<file path="src/rtl/compress_line_scheduler.sv">
// Line sequencer for the compression datapath: feeds word pairs, tracks compressed-bit
// occupancy, emits 128-bit beats and a padded flush beat. Define COMPRESS_ABORT_EN for the incompressible-line abort.
module compress_line_scheduler #(
    parameter int CACHE_LINE = 128,
    parameter int WORD_SIZE  = 64,
    parameter int MAX_PAIRS  = 8,
    parameter int PW         = $clog2(MAX_PAIRS),
    parameter int LW         = PW + 8
) (
    input  logic          i_clk,
    input  logic          i_reset,
    input  logic          i_req_valid,
    output logic          o_req_ready,
    input  logic [PW:0]   i_num_pairs,
    output logic          o_pair_valid,
    output logic [PW-1:0] o_pair_idx,
    input  logic [6:0]    i_total_length,
    output logic          o_beat_valid,
    input  logic          i_beat_ready,
    output logic          o_fill,
    output logic [7:0]    o_fill_bits,
    output logic          o_done,
    output logic [LW-1:0] o_line_bits,
    output logic [PW+1:0] o_beat_count,
    output logic          o_bypass
);

    typedef enum logic [2:0] {
        IDLE  = 3'd0,
        FEED  = 3'd1,
        EMIT  = 3'd2,
        FLUSH = 3'd3,
        DONE  = 3'd4
    } state_t;

    localparam int         NW        = PW + 1;
    localparam int         AW        = LW + 1;
    localparam logic [8:0] BEAT_BITS = 9'(CACHE_LINE);
    localparam logic [PW:0] MAX_N    = NW'(MAX_PAIRS);

    if (2 * WORD_SIZE != CACHE_LINE) begin : g_geometry_mismatch
        $error("compress_line_scheduler: a word pair must span exactly one beat");
    end

    state_t        state, state_d;
    logic [7:0]    acc, acc_d;
    logic [PW:0]   pair_cnt, pair_cnt_d;
    logic [PW:0]   num, num_d;
    logic [LW-1:0] line_bits, line_bits_d;
    logic [PW+1:0] beat_cnt, beat_cnt_d;

    logic [8:0]    sum;
    logic [LW-1:0] line_sum;
    logic [PW:0]   pair_nxt;
    logic          last_pair;
    logic          abort;

    // acc stays below one beat, so a single pair can cross at most one boundary
    assign sum       = {1'b0, acc} + {2'b00, i_total_length};
    assign line_sum  = line_bits + LW'(i_total_length);
    assign pair_nxt  = pair_cnt + 1'b1;
    assign last_pair = (pair_nxt == num);

`ifdef COMPRESS_ABORT_EN
    logic [AW-1:0] raw_limit;

    assign raw_limit = AW'(num) * AW'(CACHE_LINE);
    assign abort     = ({1'b0, line_sum} > raw_limit);

    always_ff @(posedge i_clk) begin
        if (!i_reset) begin
            o_bypass <= 1'b0;
        end else if (state == IDLE && i_req_valid) begin
            o_bypass <= 1'b0;
        end else if (state == FEED && abort) begin
            o_bypass <= 1'b1;
        end
    end
`else
    assign abort    = 1'b0;
    assign o_bypass = 1'b0;
`endif

    always_comb begin
        state_d     = state;
        acc_d       = acc;
        pair_cnt_d  = pair_cnt;
        num_d       = num;
        line_bits_d = line_bits;
        beat_cnt_d  = beat_cnt;
        case (state)
            IDLE: begin
                if (i_req_valid) begin
                    num_d       = (i_num_pairs == '0 || i_num_pairs > MAX_N) ? MAX_N : i_num_pairs;
                    acc_d       = '0;
                    pair_cnt_d  = '0;
                    line_bits_d = '0;
                    beat_cnt_d  = '0;
                    state_d     = FEED;
                end
            end
            FEED: begin
                pair_cnt_d  = pair_nxt;
                line_bits_d = line_sum;
                if (abort) begin
                    state_d = DONE;
                end else if (sum >= BEAT_BITS) begin
                    acc_d   = 8'(sum - BEAT_BITS);
                    state_d = EMIT;
                end else begin
                    acc_d = sum[7:0];
                    if (last_pair) begin
                        state_d = (sum != '0) ? FLUSH : DONE;
                    end
                end
            end
            EMIT: begin
                if (i_beat_ready) begin
                    beat_cnt_d = beat_cnt + 1'b1;
                    if (pair_cnt < num) begin
                        state_d = FEED;
                    end else if (acc != '0) begin
                        state_d = FLUSH;
                    end else begin
                        state_d = DONE;
                    end
                end
            end
            FLUSH: begin
                if (i_beat_ready) begin
                    beat_cnt_d = beat_cnt + 1'b1;
                    state_d    = DONE;
                end
            end
            DONE: begin
                state_d = IDLE;
            end
            default: begin
                state_d = IDLE;
            end
        endcase
    end

    // Outputs are registered decodes of the next state so they line up with the state register
    always_ff @(posedge i_clk) begin
        if (!i_reset) begin
            state        <= IDLE;
            acc          <= '0;
            pair_cnt     <= '0;
            num          <= '0;
            line_bits    <= '0;
            beat_cnt     <= '0;
            o_req_ready  <= 1'b1;
            o_pair_valid <= 1'b0;
            o_beat_valid <= 1'b0;
            o_fill       <= 1'b0;
            o_fill_bits  <= '0;
            o_done       <= 1'b0;
        end else begin
            state        <= state_d;
            acc          <= acc_d;
            pair_cnt     <= pair_cnt_d;
            num          <= num_d;
            line_bits    <= line_bits_d;
            beat_cnt     <= beat_cnt_d;
            o_req_ready  <= (state_d == IDLE);
            o_pair_valid <= (state_d == FEED);
            o_beat_valid <= (state_d == EMIT) || (state_d == FLUSH);
            o_fill       <= (state_d == FLUSH);
            o_fill_bits  <= (state_d == FLUSH) ? 8'(BEAT_BITS - {1'b0, acc_d}) : 8'd0;
            o_done       <= (state_d == DONE);
        end
    end

    assign o_pair_idx   = pair_cnt[PW-1:0];
    assign o_line_bits  = line_bits;
    assign o_beat_count = beat_cnt;

endmodule

</file>
<file path="config.mk">
export PLATFORM = sky130hd
export DESIGN_NAME = compress_line_scheduler
export DESIGN_NICKNAME = d
export VERILOG_FILES = /design/src/rtl/compress_line_scheduler.sv
export SDC_FILE = /design/constraint.sdc
export NUM_CORES = 1
export LEC_CHECK = 0
export BUFFER_PORTS_ARGS = -buffer_cell sky130_fd_sc_hd__buf_4
export CORE_UTILIZATION = 47
export DETAILED_ROUTE_END_ITERATION = 12
export PLACE_DENSITY = 0.7
export SLEW_MARGIN = 20
export SYNTH_ARGS = -nofsm -noshare
export SYNTH_HDL_FRONTEND = slang
export SYNTH_SLANG_ARGS = --single-unit
</file>
<file path="constraint.sdc">
create_clock -name i_clk -period 3.7 [get_ports i_clk]
set_input_delay 0.925 -clock i_clk [delete_from_list [all_inputs] [get_ports i_clk]]
set_output_delay 0.925 -clock i_clk [all_outputs]
set_load 0.03 [all_outputs]
</file>
==> impl_metrics.csv <==
group,metric,value,unit
hold_path,min_path_type,"reg -> reg",
placed_design,place.gp.congestion,0.868,
finish,layout.area.seq,961,um^2
run_status,outcome,"finished, final reports clean",
placed_design,hpwl,4280,um
grt,grt_antenna_before_repair,0,
timing,fin_ws,0.158,ns
grt,grt_pass1_wl,9390,um
floorplanning,start_util,48.6,%
cts,cts-hold-fix-buffers,0,
cts,cts_tree,"done",
timing,clock_skew,0.00833,ns
synth,synth_top_area_cell,"dfxtp_1",
cts,clk_pin_slew,0.08,ns
drt,drc,0,
hold_path,min_path_cells,2,
timing,slew_violations,0,
worst_setup_path,cp.required,3.89,ns
power,powerDensity,566,nW/um^2
synth,synth-simple-area-share,19.8,%
drt,via_count,2285,
worst_setup_path,crit_fanout,2,
synth,synth_xor_area_share,6.92,%
floorplanning,core-area,5470,um^2
placed_design,dp_slack,-0.139,ns
cts,ctsHtreeMaxLevel,2,
power,irDropWorstVdd,0.000246,V
timing,rsz0062_at_grt,"false",
synth,synth_ff_type,"dfxtp_1",
cts,clk_latency,0.29,ns
synth,ys_ff_latch,48,
hold_path,hold_end,"o_line_bits[6]",
worst_setup_path,reg2reg_slack,0.57,ns
worst_setup_path,r2r_end,"o_req_ready",
drt,via_per_inst,5.34,
grt,globalRouteTotalUtil,19.7,%
synth,synth-edff-count,0,
placed_design,placedCellCount,421,
placed_design,io_buffers,46,
synth,synthAdderAreaFrac,11.4,%
worst_setup_path,r2r-start,"acc[0]",
worst_setup_path,start_kind,"primary input",
cts,ctsResizeCount,0,
cts,clock-sinks,48,
drt,routed_wl,5590,um
timing,timing.final.crit_share,95.7,%
finish,fin_area,3200,um^2
timing,finalSetupViolations,0,
drt,ant_nets,0,
hold_path,min_from,"o_line_bits[6]",
synth,syn_area,2660,um^2
finish,area_growth,20.4,%
drt,first_pass_iters,4,
synth,synth_fp_nets,341,
worst_setup_path,crit_type,"in -> reg",
floorplanning,die_height,77.2,um
finish,antennaDiodeCount,0,
cts,post_cts_buffers,0,
synth,synthMuxAreaShare,1.65,%
drt,wl_per_cell,13.1,um
synth,synthArstFlopShare,0,%
placed_design,place_area,3120,um^2
synth,ys_types,52,
floorplanning,std_cell_rows,27,
finish,multi_input_area,1570,um^2
grt,grt_max_degree,21,
timing,whs,0.503,ns
power,p_total,1.81,mW
synth,synth_top_family_by_area,"simple AND/OR/NAND/NOR gates",
worst_setup_path,reg2reg_depth,9,
synth,ys_warn_count,0,
drt,drt_iter0_markers,87,
grt,grt.overflow.total,0,
synth,seq_area_frac_synth,36.1,%
finish,drive_gt1_share,21.6,%
finish,fillers,514,
cts,clockRootBuffer,"clkbuf_8",
timing,hold_viol_final,0,
timing,max_freq,282,MHz
cts,cts_buffers,5,
worst_setup_path,worst_ep_arrival_time,3.73,ns
timing,fin_tns_setup,0,ns
synth,synth_compound_area_share,19.2,%
grt,grt_pass1_vias,2162,
run,maxCapViolCount,0,
floorplanning,die_area,5960,um^2
finish,fin_util,58.5,%
synth,post_synth.cell_area_avg,8.77,um^2
synth,netlist_instances,303,
power,leakage,1.50,nW
finish,nets,394,
synth,yosys-top-cells-count,"dfxtp_1, nor2_1, ha_1",
timing,fin_crit,3.54,ns
synth,synth_area_leaders,"dfxtp_1, ha_1, nor2_1",
worst_setup_path,end_kind,"register",
cts,cts_buffer_depth,2,
finish,finalNonFillerCells,428,
floorplanning,io_pins,48,
synth,yosys.area.top_type_share,36.1,%
synth,synth_most_common_cell,"dfxtp_1",
floorplanning,die_width,77.2,um
## placed cells by master, fill, tap and decap left out, drive strengths merged, types with 5 or more instances in the layout
cell / synthesis / layout
buf: 5 / 59
dfxtp: 48 / 48
nor2: 46 / 46
ha: 21 / 21
a21oi: 17 / 17
inv: 16 / 16
xor2: 11 / 11
xnor2: 10 / 10
o21ai: 10 / 10
a22oi: 9 / 9
nor3: 8 / 8
a21o: 8 / 8
nand3: 8 / 8
nand2: 8 / 8
and3: 6 / 6
clkbuf: 8 / 6
nor3b: 5 / 5
## registers in the layout (all words and copies together), names as in the netlist, 3 cells and up
register,flops
o_fill_bits,8
num,4
acc,8
pair_cnt,4
o_beat_count,5
o_line_bits,11
state,3
## area by class of cell
cell class                 count  area share, %
sequential                    48           30.0
multi-input combinational    226           49.0
timing repair buffer          59           13.8
tap                           72           2.81
clock buffer                   6           2.27
clock inverter                 1          0.156
inverter                      16           1.88
## cells by family after synthesis
logic type,count (synthesis)
multiplexers,4
AND/OR/NAND/NOR,105
buffers and inverters,29
other,1
flip-flops,48
XOR/XNOR,21
adder cells (fa/ha/maj),23
AO/OA/AOI/OAI,72
## routing by layer
metal / vias up / global-route usage [%] / wire length [um]
met2: 46 / 34.3 / 2730
met1: 1044 / 23.8 / 2560
met3: 6 / 4.29 / 224
met4: 0 / 6.23 / 76
met5: - / 0 / 0
li1: 1189 / - / -
## worst max path at each step
stage                        endpoint         startpoint  depth (start not counted)
after floorplan           o_req_ready  i_total_length[0]                          9
after global placement    o_req_ready  i_total_length[0]                         10
after detailed placement  o_req_ready  i_total_length[0]                         10
after CTS                 o_req_ready  i_total_length[0]                         10
after global routing      o_req_ready  i_total_length[0]                         10
final                     o_req_ready  i_total_length[0]                         10
## critical path, cell delays in order
cell	delay [ns]
buf_4	0.12
ha_1	0.21
fa_1	0.39
a21o_1	0.17
a221o_1	0.32
xor2_1	0.17
or4b_4	0.54
nor3b_1	0.17
or3_4	0.38
a2111oi_2	0.34
## power breakdown
part	switching, mW	total, mW	internal [mW]
clock network	0.158	0.287	0.129
logic	0.504	0.881	0.377
registers	0.0579	0.645	0.587
Note: power is estimated with default switching activity, not from simulation.
